`src/rtl/matrix_stream_reader.sv`:
```
// matrix_stream_reader: fetches one matrix from storage, buffers it and streams it row-major over valid/ready.
// Define MATRIX_READ_HEADER_EN to prefix each stream with a {row,col} header beat.
`timescale 1ns/1ps
module matrix_stream_reader #(
  parameter int DATA_WIDTH = 8,
  parameter int MAX_SIZE = 5,
  parameter int RD_LAT = 1
) (
  input  logic                     clk,
  input  logic                     rst,
  input  logic                     start,
  input  logic [2:0]               req_row,
  input  logic [2:0]               req_col,
  input  logic [1:0]               req_idx,
  output logic [2:0]               st_req_row,
  output logic [2:0]               st_req_col,
  output logic [1:0]               st_req_idx,
  input  logic                     st_valid,
  input  logic [2:0]               st_row,
  input  logic [2:0]               st_col,
  input  logic [25*DATA_WIDTH-1:0] st_data,
  output logic [DATA_WIDTH-1:0]    out_data,
  output logic                     out_valid,
  input  logic                     out_ready,
  output logic                     out_eol,
  output logic                     out_last,
  output logic                     busy,
  output logic                     done,
  output logic                     err
);
`ifdef MATRIX_READ_HEADER_EN
  localparam logic HDR_EN = 1'b1;
`else
  localparam logic HDR_EN = 1'b0;
`endif
  localparam logic [2:0] MAX_DIM = 3'(MAX_SIZE);
  localparam logic [4:0] LAT_END = 5'(RD_LAT - 1);
  typedef enum logic [1:0] {IDLE, REQ, CHECK, STREAM} state_t;
  state_t state_q, state_d;
  logic [2:0] row_q, row_d, col_q, col_d, c_q, c_d;
  logic [1:0] idx_q, idx_d;
  logic [4:0] lat_q, lat_d, k_q, k_d, n;
  logic hdr_q, hdr_d, done_q, done_d, err_q, err_d;
  logic [DATA_WIDTH-1:0] mem_q [25];
  logic [DATA_WIDTH-1:0] mem_d [25];
  logic ok, bad, eol, last;
  assign n = {2'b0, row_q} * {2'b0, col_q};
  assign ok = st_valid && st_row == row_q && st_col == col_q;
  assign bad = req_row == 3'd0 || req_row > MAX_DIM || req_col == 3'd0 || req_col > MAX_DIM;
  assign eol = !hdr_q && c_q == col_q - 3'd1;
  assign last = !hdr_q && k_q == n - 5'd1;
  assign out_data = hdr_q ? DATA_WIDTH'({row_q, col_q}) : mem_q[k_q];
  assign out_eol = state_q == STREAM && eol;
  assign out_last = state_q == STREAM && last;
  assign out_valid = state_q == STREAM;
  assign busy = state_q != IDLE;
  assign done = done_q;
  assign err = err_q;
  assign st_req_row = row_q;
  assign st_req_col = col_q;
  assign st_req_idx = idx_q;
  always_comb begin
    state_d = state_q;
    row_d = row_q;
    col_d = col_q;
    idx_d = idx_q;
    lat_d = lat_q;
    k_d = k_q;
    c_d = c_q;
    hdr_d = hdr_q;
    done_d = 1'b0;
    err_d = 1'b0;
    mem_d = mem_q;
    case (state_q)
      IDLE: if (start) begin
        row_d = req_row;
        col_d = req_col;
        idx_d = req_idx;
        lat_d = 5'd0;
        err_d = bad;
        state_d = bad ? IDLE : REQ;
      end
      REQ: begin
        lat_d = lat_q + 5'd1;
        state_d = lat_q == LAT_END ? CHECK : REQ;
      end
      CHECK: begin
        err_d = !ok;
        state_d = ok ? STREAM : IDLE;
        k_d = 5'd0;
        c_d = 3'd0;
        hdr_d = HDR_EN;
        if (ok) for (int i = 0; i < 25; i++) mem_d[i] = st_data[i*DATA_WIDTH +: DATA_WIDTH];
      end
      default: if (out_ready) begin
        if (hdr_q) hdr_d = 1'b0;
        else if (last) begin
          state_d = IDLE;
          done_d = 1'b1;
        end else begin
          k_d = k_q + 5'd1;
          c_d = eol ? 3'd0 : c_q + 3'd1;
        end
      end
    endcase
  end
  always_ff @(posedge clk or posedge rst) begin
    if (rst) begin
      state_q <= IDLE;
      row_q <= '0;
      col_q <= '0;
      idx_q <= '0;
      lat_q <= '0;
      k_q <= '0;
      c_q <= '0;
      hdr_q <= 1'b0;
      done_q <= 1'b0;
      err_q <= 1'b0;
      mem_q <= '{default: '0};
    end else begin
      state_q <= state_d;
      row_q <= row_d;
      col_q <= col_d;
      idx_q <= idx_d;
      lat_q <= lat_d;
      k_q <= k_d;
      c_q <= c_d;
      hdr_q <= hdr_d;
      done_q <= done_d;
      err_q <= err_d;
      mem_q <= mem_d;
    end
  end
endmodule

```
`config.mk`:
```
export PLATFORM = sky130hd
export DESIGN_NAME = matrix_stream_reader
export DESIGN_NICKNAME = d
export VERILOG_FILES = /design/src/rtl/matrix_stream_reader.sv
export SDC_FILE = /design/constraint.sdc
export NUM_CORES = 1
export LEC_CHECK = 0
export CORE_ASPECT_RATIO = 0.5
export CORE_MARGIN = 1
export CORE_UTILIZATION = 40
export CTS_CLUSTER_SIZE = 10
export DETAILED_ROUTE_END_ITERATION = 16
export GPL_ROUTABILITY_DRIVEN = 0
export GPL_TIMING_DRIVEN = 1
export PLACE_DENSITY_LB_ADDON = 0.05
export SYNTH_ARGS = -nofsm -noshare
export SYNTH_HDL_FRONTEND = slang
export SYNTH_SLANG_ARGS = --single-unit
```
`constraint.sdc`:
```
create_clock -name clk -period 9.6 [get_ports clk]
set_input_delay 1.44 -clock clk [delete_from_list [all_inputs] [get_ports clk]]
set_output_delay 1.44 -clock clk [all_outputs]
set_load 0.01 [all_outputs]
```
==> results of run 1 <==
[how the worst max path moves through the flow]
| stage | to | cells past startpoint | slack, ns | startpoint |
|---|---|---|---|---|
| 3_3_place_gp | out_last | 10 | 4.62 | st_req_col[2]$_DFFE_PP0P_ |
| 6_report | out_last | 10 | 3.97 | st_req_col[2]$_DFFE_PP0P_ |
| 3_5_place_dp | out_last | 10 | 4.51 | st_req_col[2]$_DFFE_PP0P_ |
| 4_1_cts | out_last | 10 | 3.94 | st_req_col[2]$_DFFE_PP0P_ |
| 5_1_grt | out_last | 10 | 3.79 | st_req_col[2]$_DFFE_PP0P_ |
| 2_1_floorplan | c_q[0]$_DFFE_PP0P_ | 1 | 2.00 | rst |
[worst reg2reg max path, stage by stage, from the launching register on]
cell,delay (ns)
dfrtp_1,0.49
nand2_1,0.10
ha_1,0.32
fa_1,0.51
inv_1,0.07
fa_1,0.44
xor3_1,0.41
a2111oi_4,0.42
inv_2,0.09
o211ai_1,0.24
o221ai_1,0.14
[sequential cells by signal, summed over array words and instances, names as in the netlist]
| name | flops |
|---|---|
| mem_q | 200 |
| st_req_idx | 2 |
| st_req_row | 3 |
| lat_q | 5 |
| st_req_col | 3 |
| c_q | 3 |
| k_q | 5 |
| done | 1 |
| err | 1 |
| state_q | 2 |
[synthesized netlist by cell type, drive strengths merged, types with 5 or more instances]
cell type,n
a21oi,12
a22oi,8
buf,38
clkbuf,11
dfrtp,225
ha,12
inv,13
mux2,214
mux2i,16
mux4,47
nand2,53
nand3,5
nand4,5
nor2,6
nor3,10
o21ai,6
xnor2,7
xor2,9
[per-stage QoR]
step                      std cells  cell area (µm²)
after floorplan                 741            10800
after global placement         1292            13410
after detailed placement       1292            13410
after CTS                      1323            14110
after global routing           1323            14110
final                          1323            14110
[cell families after synthesis]
| kind of cell | synth area share (%) |
|---|---|
| XOR/XNOR | 1.727 |
| AND/OR/NAND/NOR | 4.346 |
| multiplexers | 33.61 |
| flip-flops | 52.15 |
| adder cells (fa/ha/maj) | 1.761 |
| buffers and inverters | 3.303 |
| AO/OA/AOI/OAI | 3.106 |
[final cells by class]
| cell class | count | area (µm²) | share of cell area [%] |
|---|---|---|---|
| clock inverters | 1 | 5.005 | 0.03548 |
| flip-flops and latches | 225 | 5637 | 39.96 |
| well taps | 352 | 440.4 | 3.122 |
| inverters | 13 | 56.30 | 0.3991 |
| multi-input cells | 454 | 4810 | 34.09 |
| clock buffers | 30 | 696.9 | 4.940 |
| repair buffers | 248 | 2462 | 17.45 |
[power groups by stage]
| stage | clock network [mW] | registers [mW] | logic, mW |
|---|---|---|---|
| floorplan | 0 | 1.24 | 0.596 |
| global route | 0.938 | 1.31 | 0.941 |
| detailed placement | 0 | 1.30 | 0.858 |
| global placement | 0 | 1.29 | 0.844 |
| finish | 0.871 | 1.28 | 0.846 |
| CTS | 0.897 | 1.28 | 0.865 |
[per-layer routing]
| layer | part of all wire, % | track usage (%) | vias to the layer above |
|---|---|---|---|
| met5 | 0.049 | 0 | - |
| met4 | 1.5 | 3.548 | 2 |
| met3 | 3.7 | 3.668 | 34 |
| met2 | 47 | 31.71 | 124 |
| met1 | 47 | 28.48 | 3480 |
| li1 | - | - | 3157 |
[cells in the final DEF (no fill, tap or decap), types with 8 or more instances in the layout]
master / netlist / final
clkdlybuf4s50_1: 0 / 240
dfrtp_1: 225 / 222
mux2_1: 178 / 178
nand2_1: 53 / 53
mux4_2: 47 / 47
mux2_2: 36 / 36
clkbuf_16: 0 / 27
mux2i_1: 16 / 16
a21oi_1: 12 / 12
ha_1: 12 / 12
inv_1: 12 / 11
nor3_1: 10 / 10
xor2_1: 9 / 9
a22oi_1: 8 / 8
buf_4: 12 / 8
==> reports/summary.txt, run 1 <==
Leak - 6.623 nW
Die span in x - 234.3 µm
Power Dens Cells - 212.3 nW/µm²
Detailed Place HPWL - 18640 µm
Clock Tree Root - clkbuf_16
Yosys Warn Count - 0
Hold EP - mem_q[107]$_DFFE_PP0P_
Final setup viols - 0
Reg2Reg Depth - 10
Clk pwr share - 29.1%
Final period utilization - 58.64%
HP Start - mem_q[107]$_DFFE_PP0P_
Post-layout net count - 1201
Via count - 6797
Pre-CTS setup slack - 4.515 ns
Antenna violations before repair - 1
Fmax - 177.6 MHz
Final wirelength - 26550 µm
Max-cap violations - 0
Setup CP Type - flop to primary output
Post-synth top area cell - dfrtp_1
Worst VDD drop - 0.0001519 V
Ys async rst share - 100.0%
Seq/Total Area, Yosys - 52.15%
Residual DRC count - 0
Setup_tns - 0 ns
Clock Latency Late Sink - 0.53 ns
Switch share - 29.61%
Status - completed
Reg-to-Reg Start - st_req_col[2]$_DFFE_PP0P_
Finished Core Util - 53.26%
# diodes - 0
CP max FO - 7
Reg-to-reg endpoint - c_q[2]$_DFFE_PP0P_
CP max stage cell - clkdlybuf4s50_1
TritonCTS clock tree - done
Row count - 42
1st-pass router iterations - 4
Die ar. - 27690 µm²
Sequential power share - 42.7%
Tot GR Track Use - 19.84%
Top_reg_cell synth - dfrtp_1
Remaining antenna violation count - 0
Unrepaired setup endpoints after global routing - false
Hold buffers post-CTS - 0
Worst stage delay on the critical path - 0.54 ns
Fillcell total - 2256
DR WL/cell - 20.06 µm
Cell family with most CP delay - adder cells
Gate power share - 28.2%
I/O Buffers - 240
Clock Tree Buf Depth - 3
WP buf/inv - 2
Grt ovf - 0
Layout cell share with drive strength beyond 1 - 13.29%
Final worst clock skew - 0.009839 ns
First-pass GRT wire length - 41850 µm
Clock Sink Count - 225
Sw power - 886.8 µW
Core area - 26490 µm²
Vias in the first global route - 7376
Top post-synthesis cells by area - dfrtp_1, mux2_1, mux4_2, mux2_2, nand2_1
Relative max-transition margin - 31.38%
Total Power - 2.995 mW
Min cycle time layout - 5.629 ns
Syn Inst Count - 741
Critical Path AT - 4.19 ns
Critical Path End Type - primary output
Num CTS Buffers - 26
Worst Path Required - 8.16 ns
Final WS setup - 3.971 ns
Hold Path Cell Cnt - 1
# IOs - 241
CTS H-tree depth - 1
Worst hold-check path type - flop to flop
Syn Std Cell Area - 10800 µm²
#FFs+latches synth - 225
Startpoint types - flop
R2R Setup Slk - 6.22 ns
Syn nets - 974
Cell Chain, Critical Path - nand2_1, ha_1, fa_1, inv_1, fa_1, xor3_1, a2111oi_4, nand2_1, nor2_1, clkdlybuf4s50_1
Resized cells post-CTS - 0
Fin. max-slew vios - 0
Final hold slack - 0.4768 ns
Final hold vios - 0
Setup Fix Bufs, Post-CTS - 0
Post-synth cell types - 47
Cell-internal power - 2.108 mW
Synthesis-to-layout area growth - 30.66%
Worst Tran Pin Value - 1.029 ns
Die height - 118.2 µm
Reg clk slew, reported paths - 0.05 ns
Routed vias/inst - 5.138
Syn Area/Cell - 14.57 µm²
Yosys top cell area share - 52.15%
Initial Utilization - 40.76%
EDFF count, synth - 0
Largest net degree at the start of global routing - 147
Initial DRC Count - 363
(Power assumes the default switching activity.)
==> run 2, diff against run 1 <==
==> constraint.sdc (replaced) <==
create_clock -name clk -period 5.3 [get_ports clk]
set_input_delay 0.795 -clock clk [delete_from_list [all_inputs] [get_ports clk]]
set_output_delay 0.795 -clock clk [all_outputs]
set_load 0.01 [all_outputs]
==> run 2 against run 1 <==
Against the previous run:
- largest power group unchanged
- utilization grew 0.17 points
- highest routed layer unchanged
- clock skew grew 0.015 ns
- global-route usage grew 0.12 points
- total power grew 80%
- combinational power grew 75%
- flip-flop and latch count is the same
==> reports/summary.txt, run 2 (synthesis results as in run 1) <==
Fin. max-slew vios - 0
Layout cell share with drive strength beyond 1 - 13.46%
Antenna violations before repair - 1
Synthesis-to-layout area growth - 31.08%
Worst stage delay on the critical path - 0.56 ns
Resized cells post-CTS - 0
CP max stage cell - clkdlybuf4s50_1
Worst VDD drop - 0.0001962 V
Status - completed
Min cycle time layout - 5.002 ns
Largest net degree at the start of global routing - 100
Detailed Place HPWL - 18630 µm
Vias in the first global route - 7381
Die height - 118.2 µm
Leak - 6.631 nW
# diodes - 0
Cell-internal power - 3.805 mW
Critical Path End Type - primary output
1st-pass router iterations - 4
Most frequent cells in the layout - clkdlybuf4s50_1, dfrtp_1, mux2_1
Startpoint types - flop
Clock Tree Root - clkbuf_16
Residual DRC count - 0
Setup Fix Bufs, Post-CTS - 0
CTS H-tree depth - 1
I/O Buffers - 240
Final hold vios - 0
CP max FO - 7
Sw power - 1.593 mW
Power Dens Cells - 381.4 nW/µm²
First-pass GRT wire length - 42260 µm
Largest registers - mem_q (200), k_q (5), lat_q (5)
TritonCTS clock tree - done
Final period utilization - 94.38%
Final worst clock skew - 0.02488 ns
Core area - 26490 µm²
Initial Utilization - 40.76%
Clock Tree Buf Depth - 3
Routed vias/inst - 5.170
Row count - 42
Final setup viols - 0
Unrepaired setup endpoints after global routing - false
Reg clk slew, reported paths - 0.06 ns
Critical Path AT - 4.21 ns
Gate power share - 27.5%
Fmax - 199.9 MHz
Setup CP Type - flop to primary output
Die ar. - 27690 µm²
Commonest non-fill, non-tap cell in the layout - clkdlybuf4s50_1
Via count - 6850
Remaining antenna violation count - 0
Relative max-transition margin - 34.77%
Worst hold-check path type - flop to flop
Num CTS Buffers - 26
Clk pwr share - 28.7%
Max reg flops - 200
Switch share - 29.51%
Post-layout net count - 1204
Worst Path Required - 4.51 ns
Fillcell total - 2245
Die span in x - 234.3 µm
Total Power - 5.398 mW
Tot GR Track Use - 19.96%
Sequential power share - 43.8%
Setup_tns - 0 ns
Worst Tran Pin Value - 0.9764 ns
Largest register by flop count - mem_q
Max-cap violations - 0
Cell Chain, Critical Path - nand2_1, ha_1, fa_1, inv_1, fa_1, xor3_1, a2111oi_4, nand2_1, nor2_1, clkdlybuf4s50_1
Hold buffers post-CTS - 0
Clock Sink Count - 225
Clock Latency Late Sink - 0.53 ns
# IOs - 241
Initial DRC Count - 339
DR WL/cell - 19.78 µm
Grt ovf - 0
Final wirelength - 26210 µm
==> run 2: changes by cell type in the layout (fill, tap and decap cells not counted), sizes merged <==
| cell | delta |
|---|---|
| inv | -1 |
| buf | +3 |
| clkbuf | -1 |
| clkinv | -1 |
| clkinvlp | +2 |
==> run 2: power by group through the flow <==
stage | Clock [mW] | Sequential (mW) | Combinational, mW
after floorplan | 0 | 2.25 | 1.08
after global placement | 0 | 2.38 | 1.48
after detailed placement | 0 | 2.40 | 1.50
after CTS | 1.61 | 2.37 | 1.51
after global routing | 1.70 | 2.43 | 1.65
final | 1.55 | 2.36 | 1.48
==> run 2: worst paths after layout <==
| check | start | slack (ns) | endpoint | cells past startpoint |
|---|---|---|---|---|
| min in group asynchronous | rst | 0.84 | mem_q[111]$_DFFE_PP0P_ | 2 |
| max reg2reg | st_req_col[2]$_DFFE_PP0P_ | 1.91 | c_q[2]$_DFFE_PP0P_ | 10 |
| min reg2reg | st_req_idx[1]$_DFFE_PP0P_ | 0.48 | st_req_idx[1]$_DFFE_PP0P_ | 2 |
| min | st_req_idx[1]$_DFFE_PP0P_ | 0.48 | st_req_idx[1]$_DFFE_PP0P_ | 2 |
| max in group asynchronous | rst | 3.38 | mem_q[129]$_DFFE_PP0P_ | 3 |
| max | st_req_col[2]$_DFFE_PP0P_ | 0.30 | out_last | 10 |
==> run 2: worst max-delay path, delay by kind of cell, from the launching register on <==
family | cells | cell delay [ns]
adders and majority gates | 3 | 1.27
and+or+nand+nor | 3 | 0.45
xor gates and xnor gates | 1 | 0.42
DFF | 1 | 0.49
buffers and inverters | 2 | 0.63
AOI/OAI and AO/OA | 1 | 0.42
==> run 2: final cells by class <==
type / count / area (µm²) / share of cell area, %
clock inverters: 1 / 7.507 / 0.05305
repair buffers: 251 / 2522 / 17.82
flip-flops and latches: 225 / 5637 / 39.83
well taps: 352 / 440.4 / 3.112
multi-input cells: 454 / 4810 / 33.98
inverters: 13 / 52.55 / 0.3713
clock buffers: 29 / 683.2 / 4.827
==> run 2: through the flow <==
step / utilization (%) / setup slack (ns) / hold WS, ns / area, µm² / cells
floorplan: - / 1.459 / 0.4524 / 10800 / 741
global placement: 50.83 / 0.9410 / 0.4579 / 13460 / 1295
detailed placement: 50.83 / 0.8366 / 0.4687 / 13460 / 1295
CTS: 53.43 / 0.2524 / 0.4810 / 14150 / 1325
global route: 53.43 / 0.05813 / 0.4947 / 14150 / 1325
finish: 53.43 / 0.2979 / 0.4765 / 14150 / 1325
==> run 2: metal layers <==
metal | part of all wire, % | vias up | track usage [%]
met1 | 47 | 3542 | 28.31
met4 | 0.90 | 2 | 2.782
met3 | 4.1 | 21 | 4.392
met2 | 48 | 125 | 32.10
met5 | 0.042 | - | 0
li1 | - | 3160 | -
